File: config.mk
export PLATFORM = sky130hd
export DESIGN_NAME = vedic_mult_iter
export DESIGN_NICKNAME = d
export VERILOG_FILES = /design/src/rtl/vedic_pkg.sv /design/src/rtl/vedic_column_sum.sv /design/src/rtl/vedic_mult_iter.sv
export SDC_FILE = /design/constraint.sdc
export NUM_CORES = 1
export LEC_CHECK = 0
export ABC_AREA = 0
export BUFFER_PORTS_ARGS = -buffer_cell sky130_fd_sc_hd__clkbuf_2
export CORE_MARGIN = 2
export CORE_UTILIZATION = 65
export CTS_BUF_LIST = sky130_fd_sc_hd__clkbuf_2 sky130_fd_sc_hd__clkbuf_4 sky130_fd_sc_hd__clkbuf_8
export DETAILED_ROUTE_END_ITERATION = 8
export GPL_ROUTABILITY_DRIVEN = 0
export PLACE_DENSITY_LB_ADDON = 0.2
export SKIP_LAST_GASP = 1
export SYNTH_ARGS = -nofsm -noshare
export SYNTH_HDL_FRONTEND = slang
export SYNTH_HIERARCHICAL = 1
export SYNTH_SLANG_ARGS = --single-unit
File: constraint.sdc
create_clock -name clk -period 14 [get_ports clk]
set_input_delay 0.7 -clock clk [delete_from_list [all_inputs] [get_ports clk]]
set_output_delay 0.7 -clock clk [all_outputs]
set_load 0.005 [all_outputs]
File: src/rtl/vedic_pkg.sv
// rtl/vedic_pkg.sv - shared state type and sizing helpers for the iterative Vedic multiplier
package vedic_pkg;

    typedef enum logic [1:0] {
        IDLE = 2'd0,
        CALC = 2'd1,
        FIX  = 2'd2
    } state_t;

    // Number of DIGIT-wide digits per operand.
    function automatic int num_digits(input int width, input int digit);
        return width / digit;
    endfunction

    // Column index runs 0 .. 2K-2.
    function automatic int col_width(input int k);
        return $clog2(2 * k - 1);
    endfunction

    // A column holds up to K digit products, each 2*DIGIT bits wide.
    function automatic int sum_width(input int digit, input int k);
        return 2 * digit + $clog2(k);
    endfunction

endpackage

File: src/rtl/vedic_column_sum.sv
// rtl/vedic_column_sum.sv - combinational Urdhva-Tiryakbhyam column sum S(col)
//
// Ports:
//   a_mag, b_mag : operand magnitudes, viewed as K digits of DIGIT bits
//   col          : column index 0 .. 2K-2
//   sum          : sum over i+j=col of a_i * b_j
module vedic_column_sum
    import vedic_pkg::*;
#(
    parameter int WIDTH = 32,
    parameter int DIGIT = 8,
    localparam int K  = num_digits(WIDTH, DIGIT),
    localparam int CW = col_width(K),
    localparam int SW = sum_width(DIGIT, K)
) (
    input  logic [WIDTH-1:0] a_mag,
    input  logic [WIDTH-1:0] b_mag,
    input  logic [CW-1:0]    col,
    output logic [SW-1:0]    sum
);

    // One multiplier per digit of a. Each picks the b digit whose index
    // pairs with it in this column; out-of-range pairings leave a zero digit,
    // so that multiplier contributes nothing.
    always_comb begin
        logic [DIGIT-1:0]   b_sel;
        logic [2*DIGIT-1:0] prod;
        sum = '0;
        for (int i = 0; i < K; i++) begin
            b_sel = '0;
            for (int j = 0; j < K; j++) begin
                if (int'(col) == i + j) begin
                    b_sel = b_mag[j*DIGIT +: DIGIT];
                end
            end
            prod = {{DIGIT{1'b0}}, a_mag[i*DIGIT +: DIGIT]} * {{DIGIT{1'b0}}, b_sel};
            sum  = sum + SW'(prod);
        end
    end

endmodule

File: src/rtl/vedic_mult_iter.sv
// rtl/vedic_mult_iter.sv - iterative column-wise Vedic multiplier, one column per clock
//
// Ports:
//   clk, reset   : clock, synchronous active-high reset
//   start        : request, accepted when ready
//   signed_mode  : 1 = two's complement operands (sampled with start)
//   a, b         : operands (sampled with start)
//   ready        : idle and able to accept start
//   busy         : computing (CALC or FIX)
//   result       : 2*WIDTH product, held until the next valid_out
//   valid_out    : one-cycle pulse when result updates
module vedic_mult_iter
    import vedic_pkg::*;
#(
    parameter int WIDTH = 32,
    parameter int DIGIT = 8,
    localparam int K  = num_digits(WIDTH, DIGIT),
    localparam int CW = col_width(K),
    localparam int SW = sum_width(DIGIT, K)
) (
    input  logic                 clk,
    input  logic                 reset,
    input  logic                 start,
    input  logic                 signed_mode,
    input  logic [WIDTH-1:0]     a,
    input  logic [WIDTH-1:0]     b,
    output logic                 ready,
    output logic                 busy,
    output logic [2*WIDTH-1:0]   result,
    output logic                 valid_out
);

    localparam logic [CW-1:0] LAST_COL = CW'(2 * K - 2);

    state_t             state;
    state_t             next_state;
    logic [WIDTH-1:0]   mag_a;
    logic [WIDTH-1:0]   mag_b;
    logic [WIDTH-1:0]   a_abs;
    logic [WIDTH-1:0]   b_abs;
    logic               neg;
    logic [2*WIDTH-1:0] acc;
    logic [CW-1:0]      col;
    logic [SW-1:0]      col_sum;

    // The most negative operand negates to itself, which read as unsigned
    // is exactly its magnitude 2^(WIDTH-1).
    assign a_abs = (signed_mode && a[WIDTH-1]) ? (~a + WIDTH'(1)) : a;
    assign b_abs = (signed_mode && b[WIDTH-1]) ? (~b + WIDTH'(1)) : b;

    vedic_column_sum #(
        .WIDTH (WIDTH),
        .DIGIT (DIGIT)
    ) u_column_sum (
        .a_mag (mag_a),
        .b_mag (mag_b),
        .col   (col),
        .sum   (col_sum)
    );

    always_ff @(posedge clk) begin
        if (reset) begin
            state <= IDLE;
        end else begin
            state <= next_state;
        end
    end

    always_comb begin
        next_state = state;
        unique case (state)
            IDLE:    if (start) next_state = CALC;
            CALC:    if (col == LAST_COL) next_state = FIX;
            FIX:     next_state = IDLE;
            default: next_state = IDLE;
        endcase
    end

    assign ready = (state == IDLE);
    assign busy  = (state == CALC) || (state == FIX);

    always_ff @(posedge clk) begin
        if (reset) begin
            mag_a     <= '0;
            mag_b     <= '0;
            neg       <= 1'b0;
            acc       <= '0;
            col       <= '0;
            result    <= '0;
            valid_out <= 1'b0;
        end else begin
            valid_out <= 1'b0;
            unique case (state)
                IDLE: begin
                    if (start) begin
                        mag_a <= a_abs;
                        mag_b <= b_abs;
                        neg   <= signed_mode & (a[WIDTH-1] ^ b[WIDTH-1]);
                        acc   <= '0;
                        col   <= '0;
                    end
                end
                CALC: begin
                    acc <= acc + ((2*WIDTH)'(col_sum) << (int'(col) * DIGIT));
                    col <= col + CW'(1);
                end
                FIX: begin
                    result    <= neg ? (~acc + (2*WIDTH)'(1)) : acc;
                    valid_out <= 1'b1;
                end
                default: ;
            endcase
        end
    end

endmodule

==> impl_metrics.csv, run 1 <==
group,metric,value,unit
final_layout,final_nets,3425,
yosys,synth_edf_count,0,
final_layout,final.fill_count,2983,
pwr,leakage,11.5,nW
route,vias_per_cell,6.24,
yosys,yosys.area_share.simple,19.4,%
pwr,switching_power,796,µW
grt,grt_pass1_wl,111000,µm
route,finalWirelength,67500,µm
setup_path,slowest_stage,"a2111oi_0",
die,fp.dieW,196,µm
setup_path,r2r-end,"acc[63]$_SDFFE_PP0P_",
yosys,synth.distinct_cells,82,
yosys,yosys_warnings,6,
sta,setup_ws,1.47,ns
yosys,syn_avg_cell_area,8.25,µm²
grt,grt_max_degree,122,
yosys,synth-xor-area-share,6.65,%
final_layout,fin_area,0.0251,mm²
die,core_area,0.0363,mm²
placed_design,pre_cts_ws,1.89,ns
placed_design,dp.cells,3380,
setup_path,cp_max_fo,22,
setup_path,cpPeakStageDelay,0.96,ns
sta,fin_crit_sh,89.5,%
route,ant_nets,0,
yosys,synth_top_flop_cell,"dfxtp_1",
sta,slew_headroom,15.9,%
cts,holdBufCountCts,0,
pwr,internal_power,1.07,mW
die,die-area,0.0382,mm²
cts,numCtsBuffers,17,
cts,clkLatencyLatePin,0.53,ns
setup_path,criticalPathCategory,"reg2reg",
yosys,yosysMostFrequentCell,"inv_1",
sta,worst_slew_pin_slew,1.26,ns
grt,antenna_found_initial,0,
grt,track_usage,36.2,%
setup_path,cp.required,14.42,ns
yosys,syn_inst,2891,
setup_path,cp.arrival,12.95,ns
placed_design,postPlaceCellArea,0.0247,mm²
sta,final-setup-viol-count,0,
setup_path,critPathCapture,"acc[63]$_SDFFE_PP0P_",
pwr,switching_share,42.7,%
yosys,netlist_area,0.0238,mm²
yosys,yosys.area.top_type,"fa_1",
final_layout,drive_gt1_share,8.15,%
die,ios,135,
yosys,ys_seq_elements,199,
yosys,yosys-top-cells-area,"fa_1 19%, dfxtp_1 17%, ha_1 11%, inv_1 5.4%, xor2_1 4.6%",
sta,finalHoldViolCount,0,
grt,grt_pass1_vias,21400,
sta,skew,0.0219,ns
setup_path,r2r_start,"col[1]$_SDFFE_PP0P_",
setup_path,crit_path_frequent_cell,"fa_1",
sta,rsz0062_at_grt,"false",
yosys,synth.mux.area_fraction,1.99,%
cts,clk_path_buf_depth,2,
yosys,yosysSeqAreaShare,16.7,%
flow_run,cap_viol_max_count,0,
pwr,pwr-share-clk,20.8,%
cts,cts.sinks,199,
setup_path,cp-startpoint,"col[1]$_SDFFE_PP0P_",
cts,cts-root-buf,"clkbuf_8",
route,drtIter0Drc,1848,
sta,max_freq,79.8,MHz
yosys,synth_fp_nets,3385,
die,initial_utilization,65.6,%
route,route.detailed.drc,0,
final_layout,diodes,0,
pwr,ir_drop,0.0757,mV
die,dieHeight,196,µm
sta,slew_violations,0,
worst_hold_path,min_path_type,"in2reg",
grt,overflow,0,
pwr,share_comb_of_total_power,41.3,%
cts,cts_tree,"built",
pwr,powerDensity,74.4,mW/mm²
yosys,synth_compound_area_share,18.3,%
yosys,synth_top_family_by_area,"adder cells",
run_status,outcome,"completed",
worst_hold_path,holdPathStages,3,
setup_path,r2r_slack,1.47,ns
placed_design,io_buffers,134,
yosys,synth_fa_ha_area_share,29.4,%
cts,h-tree-depth,4,
final_layout,areaGrowthSynthToFinish,5.25,%
cts,clk_transition_reported_paths,0.10,ns
route,wl_per_cell,19.8,µm
final_layout,stdcell_count,3411,
yosys,yosysTopAreaCellShare,18.9,%
yosys,async_flop_share,0,%
route,vias,21300,
sta,period_needed,12.53,ns
pwr,pwr-share-seq,37.9,%
yosys,netlist_top_cells_count,"344 x inv_1, 252 x nand2_1, 249 x nor2_1",
route,dr.pass1.iters,6,
setup_path,worst_setup_path_start_kind,"flip-flop",
placed_design,dp_hpwl,54200,µm
pwr,fin_total_pwr,1.87,mW
setup_path,worst_setup_path_end_kind,"flip-flop",
die,row_count,70,
setup_path,r2r.worst_path.cells,34,
cts,cts_setup_buffers,0,
cts,post_cts_resized,0,
sta,fin_tns_setup,0,ns
==> critical path: cells and delay by family, from the launching register on <==
| kind | cells | cell delay, ns |
|---|---|---|
| adder cells (fa/ha/maj) | 10 | 4.95 |
| AO/OA/AOI/OAI | 14 | 4.61 |
| AND/OR/NAND/NOR | 5 | 1.44 |
| flip-flops | 1 | 0.69 |
| buffers and inverters | 4 | 0.53 |
| multiplexers | 1 | 0.16 |
==> worst min path at each step <==
stage | endpoint | slack (ns) | start
after global routing | mag_a[0]$_SDFFE_PP0P_ | 0.46 | a[0]
after detailed placement | result[54]$_SDFFE_PP0P_ | 0.45 | result[54]$_SDFFE_PP0P_
after floorplan | result[54]$_SDFFE_PP0P_ | 0.45 | result[54]$_SDFFE_PP0P_
after global placement | result[54]$_SDFFE_PP0P_ | 0.46 | result[54]$_SDFFE_PP0P_
final | mag_a[0]$_SDFFE_PP0P_ | 0.45 | a[0]
after CTS | mag_a[0]$_SDFFE_PP0P_ | 0.44 | a[0]
==> layout by cell type (no fill, tap or decap), types with 12 or more instances in the layout <==
| cell | n |
|---|---|
| nor2b_1 | 73 |
| a311oi_1 | 13 |
| o21a_1 | 12 |
| a22o_1 | 15 |
| dfxtp_1 | 196 |
| inv_1 | 344 |
| nor2_1 | 249 |
| ha_1 | 200 |
| mux2i_1 | 44 |
| xor2_1 | 126 |
| o21ai_0 | 135 |
| xnor2_1 | 55 |
| fa_1 | 225 |
| nand2b_1 | 38 |
| o41ai_1 | 16 |
| nand2_1 | 252 |
| or4_1 | 13 |
| nand4_1 | 22 |
| o31ai_1 | 34 |
| a22oi_1 | 33 |
| a211oi_1 | 111 |
| a21o_1 | 30 |
| nor4_1 | 19 |
| nand3_1 | 22 |
| nor3_1 | 32 |
| and2_1 | 153 |
| clkbuf_8 | 20 |
| a21oi_1 | 118 |
| or3_1 | 16 |
| a31oi_1 | 14 |
| clkbuf_2 | 133 |
==> stage by stage <==
stage,hold slack [ns],util (%)
6_report,0.451,69.0
3_3_place_gp,0.458,67.9
2_1_floorplan,0.449,-
5_1_grt,0.462,69.0
4_1_cts,0.441,69.0
3_5_place_dp,0.454,67.9
==> power groups by stage <==
stage	Sequential, mW	Combinational, mW	Clock [mW]
3_3_place_gp	0.715	0.729	0
6_report	0.707	0.770	0.388
5_1_grt	0.713	0.851	0.409
4_1_cts	0.705	0.759	0.390
2_1_floorplan	0.675	0.536	0
3_5_place_dp	0.717	0.752	0
==> area by class of cell <==
cell class / count / area, µm² / area share (%)
sequential: 199 / 3990 / 15.9
clock inverter: 11 / 123 / 0.489
timing repair buffer: 143 / 741 / 2.95
tap: 468 / 586 / 2.33
clock buffer: 20 / 275 / 1.10
multi-input combinational: 2226 / 18100 / 72.1
inverter: 344 / 1290 / 5.15
==> sequential cells by signal, summed over array words and instances, names as in the netlist <==
signal     count
mag_a         32
result        64
state          2
neg            1
mag_b         32
col            3
valid_out      1
acc           64
==> kinds of logic (layout without fill, tap and decap cells) <==
family	count (synthesis)	count (layout)
and+or+nand+nor	937	937
AOI/OAI and AO/OA	635	635
buffers and inverters	466	518
adders and majority gates	426	426
DFF	199	199
xor gates and xnor gates	181	181
muxes	47	47
==> metal layers <==
| layer | share of wire [%] | global-route usage, % | vias to the layer above |
|---|---|---|---|
| met4 | 5.5 | 18.9 | 0 |
| met2 | 49 | 62.1 | 933 |
| met5 | 0 | 0 | - |
| met1 | 39 | 44.3 | 10300 |
| li1 | - | - | 9839 |
| met3 | 6.3 | 5.46 | 263 |
Power figures use the tool's default switching activity.
==> run 2, diff against run 1 <==
Settings changed: RECOVER_POWER set to 50.
==> impl_metrics.csv, run 2 (same netlist as run 1, synthesis figures left out) <==
group,metric,value,unit
run_status,outcome,"finished with violations",
route,finalWirelength,67700,µm
grt,antenna_found_initial,0,
route,drtIter0Drc,1836,
setup_path,r2r_slack,1.50,ns
route,vias,21300,
sta,slew_headroom,-182,%
sta,final-setup-viol-count,0,
pwr,leakage,11.3,nW
pwr,internal_power,1.07,mW
grt,overflow,0,
die,row_count,70,
cts,cts_tree,"built",
pwr,powerDensity,74.6,mW/mm²
pwr,switching_share,42.7,%
sta,max_freq,80.0,MHz
pwr,pwr-share-clk,20.8,%
final_layout,areaGrowthSynthToFinish,4.91,%
pwr,pwr-share-seq,37.9,%
route,vias_per_cell,6.24,
setup_path,worst_setup_path_start_kind,"flip-flop",
final_layout,final_common_cell,"inv_1",
grt,grtUsageMet3,5.46,%
flow_run,cap_viol_max_count,4,
sta,fin_crit_sh,89.3,%
cts,cts-root-buf,"clkbuf_8",
sta,slew_violations,273,
cts,clkLatencyLatePin,0.52,ns
cts,clk_path_buf_depth,2,
route,dr.pass1.iters,9,
setup_path,crit_path_frequent_cell,"fa_1",
die,fp.dieW,196,µm
setup_path,slowest_stage,"a2111oi_0",
sta,fin_tns_setup,0,ns
pwr,ir_drop,0.0753,mV
cts,clk_transition_reported_paths,0.10,ns
die,initial_utilization,65.6,%
sta,rsz0062_at_grt,"false",
die,die-area,0.0382,mm²
sta,finalHoldViolCount,0,
cts,h-tree-depth,4,
placed_design,io_buffers,134,
cts,holdBufCountCts,0,
cts,cts.sinks,199,
pwr,share_comb_of_total_power,41.3,%
sta,skew,0.0199,ns
final_layout,final_nets,3425,
worst_hold_path,min_path_type,"in2reg",
pwr,switching_power,796,µW
grt,use_met1,44.3,%
final_layout,layout_common_cells,"344 x inv_1, 252 x nand2_1, 249 x nor2_1",
die,dieHeight,196,µm
grt,busiest_layer,"met2",
die,core_area,0.0363,mm²
grt,grt_pass1_wl,111000,µm
setup_path,cpPeakStageDelay,0.97,ns
grt,use_met2,62.1,%
die,ios,135,
cts,numCtsBuffers,17,
placed_design,dp_hpwl,54200,µm
cts,cts_setup_buffers,0,
final_layout,fin_area,0.0250,mm²
setup_path,cp.arrival,12.92,ns
setup_path,cp_max_fo,22,
sta,period_needed,12.50,ns
final_layout,drive_gt1_share,6.66,%
cts,post_cts_resized,0,
route,ant_nets,0,
placed_design,postPlaceCellArea,0.0247,mm²
final_layout,biggestRegsByFlops,"acc (64), result (64)",
grt,grt_max_degree,122,
final_layout,diodes,0,
run_status,violations,"max-capacitance violations, max-slew violations",
grt,grt_pass1_vias,21400,
setup_path,cp.required,14.41,ns
grt,track_usage,36.2,%
pwr,fin_total_pwr,1.86,mW
setup_path,criticalPathCategory,"reg2reg",
route,wl_per_cell,19.9,µm
route,route.detailed.drc,0,
sta,worst_slew_pin_slew,4.23,ns
setup_path,worst_setup_path_end_kind,"flip-flop",
## run 2: cell count changes in the layout (fill, tap and decap cells not counted), sizes merged
| cell | change |
|---|---|
| buf | -5 |
| clkbuf | +5 |
## run 2: stage by stage
| step | hold slack, ns | utilization (%) | instances | setup slack, ns |
|---|---|---|---|---|
| 5_1_grt | 0.462 | 68.8 | 3411 | 1.08 |
| 2_1_floorplan | 0.449 | - | 2891 | 4.14 |
| 6_report | 0.459 | 68.8 | 3411 | 1.50 |
| 4_1_cts | 0.441 | 69.0 | 3411 | 1.81 |
| 3_3_place_gp | 0.458 | 67.9 | 3380 | 2.01 |
| 3_5_place_dp | 0.454 | 67.9 | 3380 | 1.89 |
## run 2: worst max-delay path, delay by kind of cell (launching register included)
| kind | cells | cell delay (ns) |
|---|---|---|
| mux | 1 | 0.16 |
| fa+ha+maj | 10 | 4.80 |
| compound gates | 14 | 4.94 |
| buf+inv | 5 | 0.59 |
| simple gates | 5 | 1.21 |
| flops | 1 | 0.69 |
## run 2: metal layers
| layer | up-vias | wire, µm |
|---|---|---|
| met2 | 913 | 33100 |
| met1 | 10300 | 26600 |
| li1 | 9838 | - |
| met4 | 0 | 3620 |
| met3 | 261 | 4360 |
| met5 | - | 0 |
## run 2: area by class of cell
| cell class | count | area, µm² |
|---|---|---|
| fillers | 3018 | 11300 |
| clock inverters | 11 | 123 |
| repair buffers | 143 | 676 |
| clock buffers | 20 | 275 |
| flip-flops and latches | 199 | 3990 |
| inverters | 344 | 1290 |
| well taps | 468 | 586 |
| multi-input cells | 2226 | 18100 |
## run 2: final timing paths
kind	cells past startpoint	startpoint	end
max	35	col[1]$_SDFFE_PP0P_	acc[63]$_SDFFE_PP0P_
min	3	a[0]	mag_a[0]$_SDFFE_PP0P_
max reg2reg	35	col[1]$_SDFFE_PP0P_	acc[63]$_SDFFE_PP0P_
min reg2reg	2	result[54]$_SDFFE_PP0P_	result[54]$_SDFFE_PP0P_
## run 2: power groups by stage
stage	logic, mW	clock network [mW]	registers, mW
2_1_floorplan	0.536	0	0.675
3_3_place_gp	0.729	0	0.715
6_report	0.770	0.388	0.707
4_1_cts	0.759	0.390	0.705
5_1_grt	0.850	0.409	0.713
3_5_place_dp	0.752	0	0.717
